[src/rtl/seq_shift_unit.sv]
// rtl/seq_shift_unit.sv - multi-cycle shifter, one bit position per clock
// Optional feature macro: SEQ_SHIFT_ROTATE_EN (Op 0011 rotate left, Op 0111 rotate right)
// Ports:
//   clk, rst_n         clock, asynchronous active-low reset
//   start              request, sampled only while idle
//   B, Sa, Op, Cin     operand, shift amount, opcode, fill bit (latched on start)
//   busy, done         in-progress flag, one-cycle completion pulse
//   fout, Cout         shifted result, last bit shifted out
module seq_shift_unit #(
  parameter int WIDTH = 4,
  parameter int SA_W  = 2
) (
  input  logic             clk,
  input  logic             rst_n,
  input  logic             start,
  input  logic [WIDTH-1:0] B,
  input  logic [SA_W-1:0]  Sa,
  input  logic [3:0]       Op,
  input  logic             Cin,
  output logic             busy,
  output logic             done,
  output logic [WIDTH-1:0] fout,
  output logic             Cout
);

  typedef enum logic {IDLE, SHIFT} state_t;

  state_t           state_q, state_d;
  logic [WIDTH-1:0] sreg_q, sreg_d;
  logic [SA_W-1:0]  count_q, count_d;
  logic [3:0]       op_q, op_d;
  logic             cin_q, cin_d;
  logic             cout_q, cout_d;
  logic             busy_q, busy_d;
  logic             done_q, done_d;

  // One-position step of the latched operation; decode uses only latched copies.
  logic [WIDTH-1:0] step_reg;
  logic             step_out;

  always_comb begin
    step_reg = sreg_q;
    step_out = 1'b0;
    if (op_q == 4'b0101) begin
      step_reg = {sreg_q[WIDTH-1], sreg_q[WIDTH-1:1]};
      step_out = sreg_q[0];
    end
`ifdef SEQ_SHIFT_ROTATE_EN
    else if (op_q == 4'b0011) begin
      step_reg = {sreg_q[WIDTH-2:0], sreg_q[WIDTH-1]};
      step_out = sreg_q[WIDTH-1];
    end
    else if (op_q == 4'b0111) begin
      step_reg = {sreg_q[0], sreg_q[WIDTH-1:1]};
      step_out = sreg_q[0];
    end
`endif
    else if (op_q[2]) begin
      step_reg = {cin_q, sreg_q[WIDTH-1:1]};
      step_out = sreg_q[0];
    end
    else begin
      step_reg = {sreg_q[WIDTH-2:0], cin_q};
      step_out = sreg_q[WIDTH-1];
    end
  end

  always_comb begin
    state_d = state_q;
    sreg_d  = sreg_q;
    count_d = count_q;
    op_d    = op_q;
    cin_d   = cin_q;
    cout_d  = cout_q;
    busy_d  = busy_q;
    done_d  = 1'b0;
    case (state_q)
      IDLE: begin
        if (start) begin
          sreg_d  = B;
          count_d = Sa;
          op_d    = Op;
          cin_d   = Cin;
          cout_d  = 1'b0;
          busy_d  = 1'b1;
          state_d = SHIFT;
        end
      end
      SHIFT: begin
        if (count_q != '0) begin
          sreg_d  = step_reg;
          cout_d  = step_out;
          count_d = count_q - 1'b1;
        end else begin
          // Completion takes its own cycle, giving Sa+1 cycles of latency.
          done_d  = 1'b1;
          busy_d  = 1'b0;
          state_d = IDLE;
        end
      end
      default: state_d = IDLE;
    endcase
  end

  always_ff @(posedge clk or negedge rst_n) begin
    if (!rst_n) begin
      state_q <= IDLE;
      sreg_q  <= '0;
      count_q <= '0;
      op_q    <= '0;
      cin_q   <= 1'b0;
      cout_q  <= 1'b0;
      busy_q  <= 1'b0;
      done_q  <= 1'b0;
    end else begin
      state_q <= state_d;
      sreg_q  <= sreg_d;
      count_q <= count_d;
      op_q    <= op_d;
      cin_q   <= cin_d;
      cout_q  <= cout_d;
      busy_q  <= busy_d;
      done_q  <= done_d;
    end
  end

  assign busy = busy_q;
  assign done = done_q;
  assign fout = sreg_q;
  assign Cout = cout_q;

endmodule

[config.mk]
export PLATFORM = sky130hd
export DESIGN_NAME = seq_shift_unit
export DESIGN_NICKNAME = d
export VERILOG_FILES = /design/src/rtl/seq_shift_unit.sv
export SDC_FILE = /design/constraint.sdc
export NUM_CORES = 1
export LEC_CHECK = 0
export BUFFER_PORTS_ARGS = -buffer_cell sky130_fd_sc_hd__clkbuf_2
export CORE_MARGIN = 3
export CORE_UTILIZATION = 57
export CTS_BUF_LIST = sky130_fd_sc_hd__clkbuf_4
export DETAILED_ROUTE_END_ITERATION = 8
export PLACE_DENSITY = 0.85
export REMOVE_ABC_BUFFERS = 1
export SYNTH_ARGS = -nofsm -noshare
export SYNTH_HDL_FRONTEND = slang
export SYNTH_SLANG_ARGS = --single-unit
export TNS_END_PERCENT = 50
[constraint.sdc]
create_clock -name clk -period 2.2 [get_ports clk]
set_input_delay 0.11 -clock clk [delete_from_list [all_inputs] [get_ports clk]]
set_output_delay 0.11 -clock clk [all_outputs]
set_load 0.005 [all_outputs]
==> summary.md <==
| Metric | Value |
|---|---|
| Result of the run | finished clean |
| Fill cell instance count of the final layout | 80 |
| Hold Path End | op_q[3] |
| Gr usage total | 0.189 |
| Worst endpoint required time | between 2 and 2.5 ns |
| Final design instance area without fill | 903 um^2 |
| Worst min path class | in2reg |
| Detailed-route vias per instance | roughly 5.5 |
| Sequential cell area fraction in the yosys report | 0.485 |
| Total setup buffers inserted after CTS | 0 |
| Register bit total from synthesis | 15 |
| Critical register-to-register path endpoint | count_q[1] |
| Total of endpoints with negative setup slack in the final report | 0 |
| Total die area | roughly 0.0018 mm^2 |
| Routed wire length per instance | between 10 and 15 um |
| Number of inserted diodes | 0 |
| CP max FO | 10 |
| CORE AREA | ~0.0012 mm^2 |
| Areal power density over the cells | 1400 mW/mm^2 |
| Element type at the critical path start | flop |
| Number of enable flip-flop cells after synthesis | 0 |
| Antenna violations before repair | 0 |
| Residual DRC | 0 |
| Post-route core utilization | 0.762 |
| Total power | approximately 0.0013 W |
| Number of detailed-routing iterations run before antenna repair | 4 |
| WHS Path Cells | 3 |
| Number of port buffers | 20 |
| First-pass GRT wire length | between 2 and 3 mm |
| Wire length reported by the detailed router | approximately 1.5 mm |
| Multi-input logic area | between 300 and 400 um^2 |
| Area post-placement | between 800 and 900 um^2 |
| Die height | 42.9 um |
| Ratio of cells with drive above 1 in the final layout | 0.273 |
| RSZ-0062 raised after global routing | false |
| Detailed-route via count | between 600 and 700 |
| Largest incremental delay on the critical path | around 0.36 ns |
| Simple logic cell fraction of the synthesized area | 0.183 |
| Post-synthesis average cell area | about 10 um^2 |
| Cell types with the highest counts after synthesis | sky130_fd_sc_hd__nand2_1, sky130_fd_sc_hd__dfrtp_1, sky130_fd_sc_hd__mux2i_1, sky130_fd_sc_hd__nor2_1, sky130_fd_sc_hd__o21ai_1 |
| Yosys warning total | 0 |
| Ys async rst share | 1.00 |
| Synthesized area | ~770 um^2 |
| # H-tree levels | 1 |
| Final-layout setup total negative slack | 0 ns |
| CP Data Arrival Time | between 1.5 and 2 ns |
| Compound-cell area share of the yosys netlist | 0.116 |
| Register clock-pin slew on the reported worst setup and hold paths | around 0.090 ns |
| Final Hold Violating Endpoints | 0 |
| Largest family of logic cells by synthesized area | simple AND/OR/NAND/NOR gates |
| Dpl hpwl | ~1.1 mm |
| Starting DRT DRC Count | 10 |
| Family with the most delay on the worst path | simple AND/OR/NAND/NOR gates |
| Worst slew margin relative to its limit | 0.708 |
| Largest net degree at the start of global routing | 16 |
| Initial core utilization | 0.653 |
| Worst min-delay path startpoint | Op[3] |
| Area share of xor/xnor cells in the synthesized design | 0 |
| Kind of end point of the critical path | flop |
| Post-route worst setup slack | approximately 0.77 ns |
| Setup Skew | approximately 0.0041 ns |
| Area share of the leading cell type in the synthesized netlist | 0.485 |
| Worst setup slack after placement | ~0.77 ns |
| Maximum frequency from static timing analysis | 701 MHz |
| Width of the chip | around 43 um |
| ANT nets after route | 0 |
| Most instantiated library cell after synthesis | sky130_fd_sc_hd__nand2_1 |
| Number of clock sinks | 15 |
| Final worst-path cycle share | 0.648 |
| R2R setup slack | just under 0.8 ns |
| Area overhead of the layout relative to synthesis | 16.6% |
| TritonCTS clock tree | done |
| Global route overflow | 0 |
| Synthesized netlist cell count | 78 |
| Post-synthesis cell type with the largest combined area | sky130_fd_sc_hd__dfrtp_1 |
| Unique masters post-synth | 22 |
| Row Count | 12 |
| Clock latency on the worst-skew pair | approximately 0.29 ns |
| Main area contributors after synthesis | sky130_fd_sc_hd__dfrtp_1, sky130_fd_sc_hd__mux2i_1, sky130_fd_sc_hd__nand2_1 |
| Mux share of post-synthesis cell area | 0.149 |
| Worst Tran Pin Value | approximately 0.44 ns |
| Reg2reg start | count_q[0] |
| Cell Chain, Critical Path | inv_1 > ha_1 > and2_1 > nor2_2 > mux2i_1 |
| Slew Viols, Final | 0 |
| CTS root buf | sky130_fd_sc_hd__clkbuf_4 |
| Total buffers and inverters traversed by the critical path | 1 |
| Register-to-Register Path Depth | 5 |
| CTS Buffer Depth | 2 |
| Ys flop type | sky130_fd_sc_hd__dfrtp_1 |
| GPL Wtd Cong | roughly 0.77 |
| Adder-cell share of the synthesized area | 0.0162 |
| Number of global-route vias before repair | 613 |
| Number of buffers created by CTS | 3 |
| Peak ir drop on the vdd network | 0.687 mV |
| Sequential cell area | 375 um^2 |
| Crit path time final | ~1.4 ns |
| Final #Nets | ~120 |
| CP max-delay cell | sky130_fd_sc_hd__dfrtp_1 |
| CP Class | reg2reg |
| Max-cap violations | 0 |
| Number of placed I/O pins | 21 |
| LEAKAGE | around 0.5 nW |
==> per-layer routing <==
metal,wire length (um),part of all wire,up-vias,global-route usage
met5,0,0,-,0
met4,27,0.018,0,0.0745
met3,86,0.057,5,0.0339
met2,718,0.48,17,0.326
met1,665,0.44,296,0.227
li1,-,-,306,-
==> metrics by stage <==
stage               hold WS, ns  std cells
finish                   0.0123        113
global route             0.0163        113
CTS                      0.0127        113
detailed placement       0.0466        108
floorplan                -0.186         74
global placement         0.0375        108
==> cell usage in the layout, fill, tap and decap left out <==
master	n
sky130_fd_sc_hd__nand2_1	20
sky130_fd_sc_hd__clkbuf_2	20
sky130_fd_sc_hd__dfrtp_1	15
sky130_fd_sc_hd__mux2i_1	10
sky130_fd_sc_hd__nor2_1	6
sky130_fd_sc_hd__o21ai_1	4
sky130_fd_sc_hd__clkbuf_4	4
sky130_fd_sc_hd__inv_1	3
sky130_fd_sc_hd__a21o_1	3
sky130_fd_sc_hd__nand2b_1	2
sky130_fd_sc_hd__and2_1	1
sky130_fd_sc_hd__nor2_2	1
sky130_fd_sc_hd__o21ai_0	1
sky130_fd_sc_hd__nor2b_1	1
sky130_fd_sc_hd__a22o_1	1
sky130_fd_sc_hd__and4bb_1	1
sky130_fd_sc_hd__a211oi_1	1
sky130_fd_sc_hd__mux2_4	1
sky130_fd_sc_hd__o32ai_2	1
sky130_fd_sc_hd__o21ba_1	1
sky130_fd_sc_hd__ha_1	1
sky130_fd_sc_hd__dlygate4sd3_1	1
==> cell families (layout without fill, tap and decap cells) <==
group / after synthesis / in the layout
compound gates: 12 / 12
fa+ha+maj: 1 / 1
buf+inv: 7 / 28
flops: 15 / 15
mux: 11 / 11
simple gates: 32 / 32
==> registers in the layout, indices dropped and copies added (netlist names) <==
signal and flops:
count_q 2, state_q 1, Cout 1, done 1, busy 1, cin_q 1, fout 4, op_q 4
==> worst min-delay path, delay by kind of cell <==
| family | cells | cell delay (ns) |
|---|---|---|
| buf+inv | 1 | 0.08 |
| simple gates | 2 | 0.08 |
==> power breakdown <==
| group | internal [W] | leakage [nW] | switching [W] |
|---|---|---|---|
| Sequential | 0.000410 | 0.183 | 0.000138 |
| Clock | 0.0000829 | 0.0184 | 0.0000901 |
| Combinational | 0.000298 | 0.305 | 0.000248 |
| Total | 0.000791 | 0.507 | 0.000476 |
==> repair_timing <==
item	4_1_cts	5_1_grt
hold endpoints to repair	15	0
hold buffers	1	0
gates resized for setup	0	0
endpoints found under the setup margin	0	0
==> area by class of cell <==
type                            instances  share of cell area
Multi-Input combinational cell         56               0.398
Timing Repair Buffer                   21               0.122
Clock buffer                            4              0.0332
Tap cell                               14              0.0194
Sequential cell                        15               0.416
Inverter                                3              0.0125
==> how the worst max path moves through the flow <==
stage / startpoint / endpoint / cells past startpoint
after floorplan: count_q[0] / fout[3] / 5
after global placement: count_q[0] / fout[3] / 5
after detailed placement: count_q[0] / count_q[1] / 5
after CTS: count_q[0] / count_q[1] / 5
after global routing: count_q[0] / count_q[0] / 5
final: count_q[0] / count_q[1] / 5
Note: power is estimated with default switching activity, not from simulation.
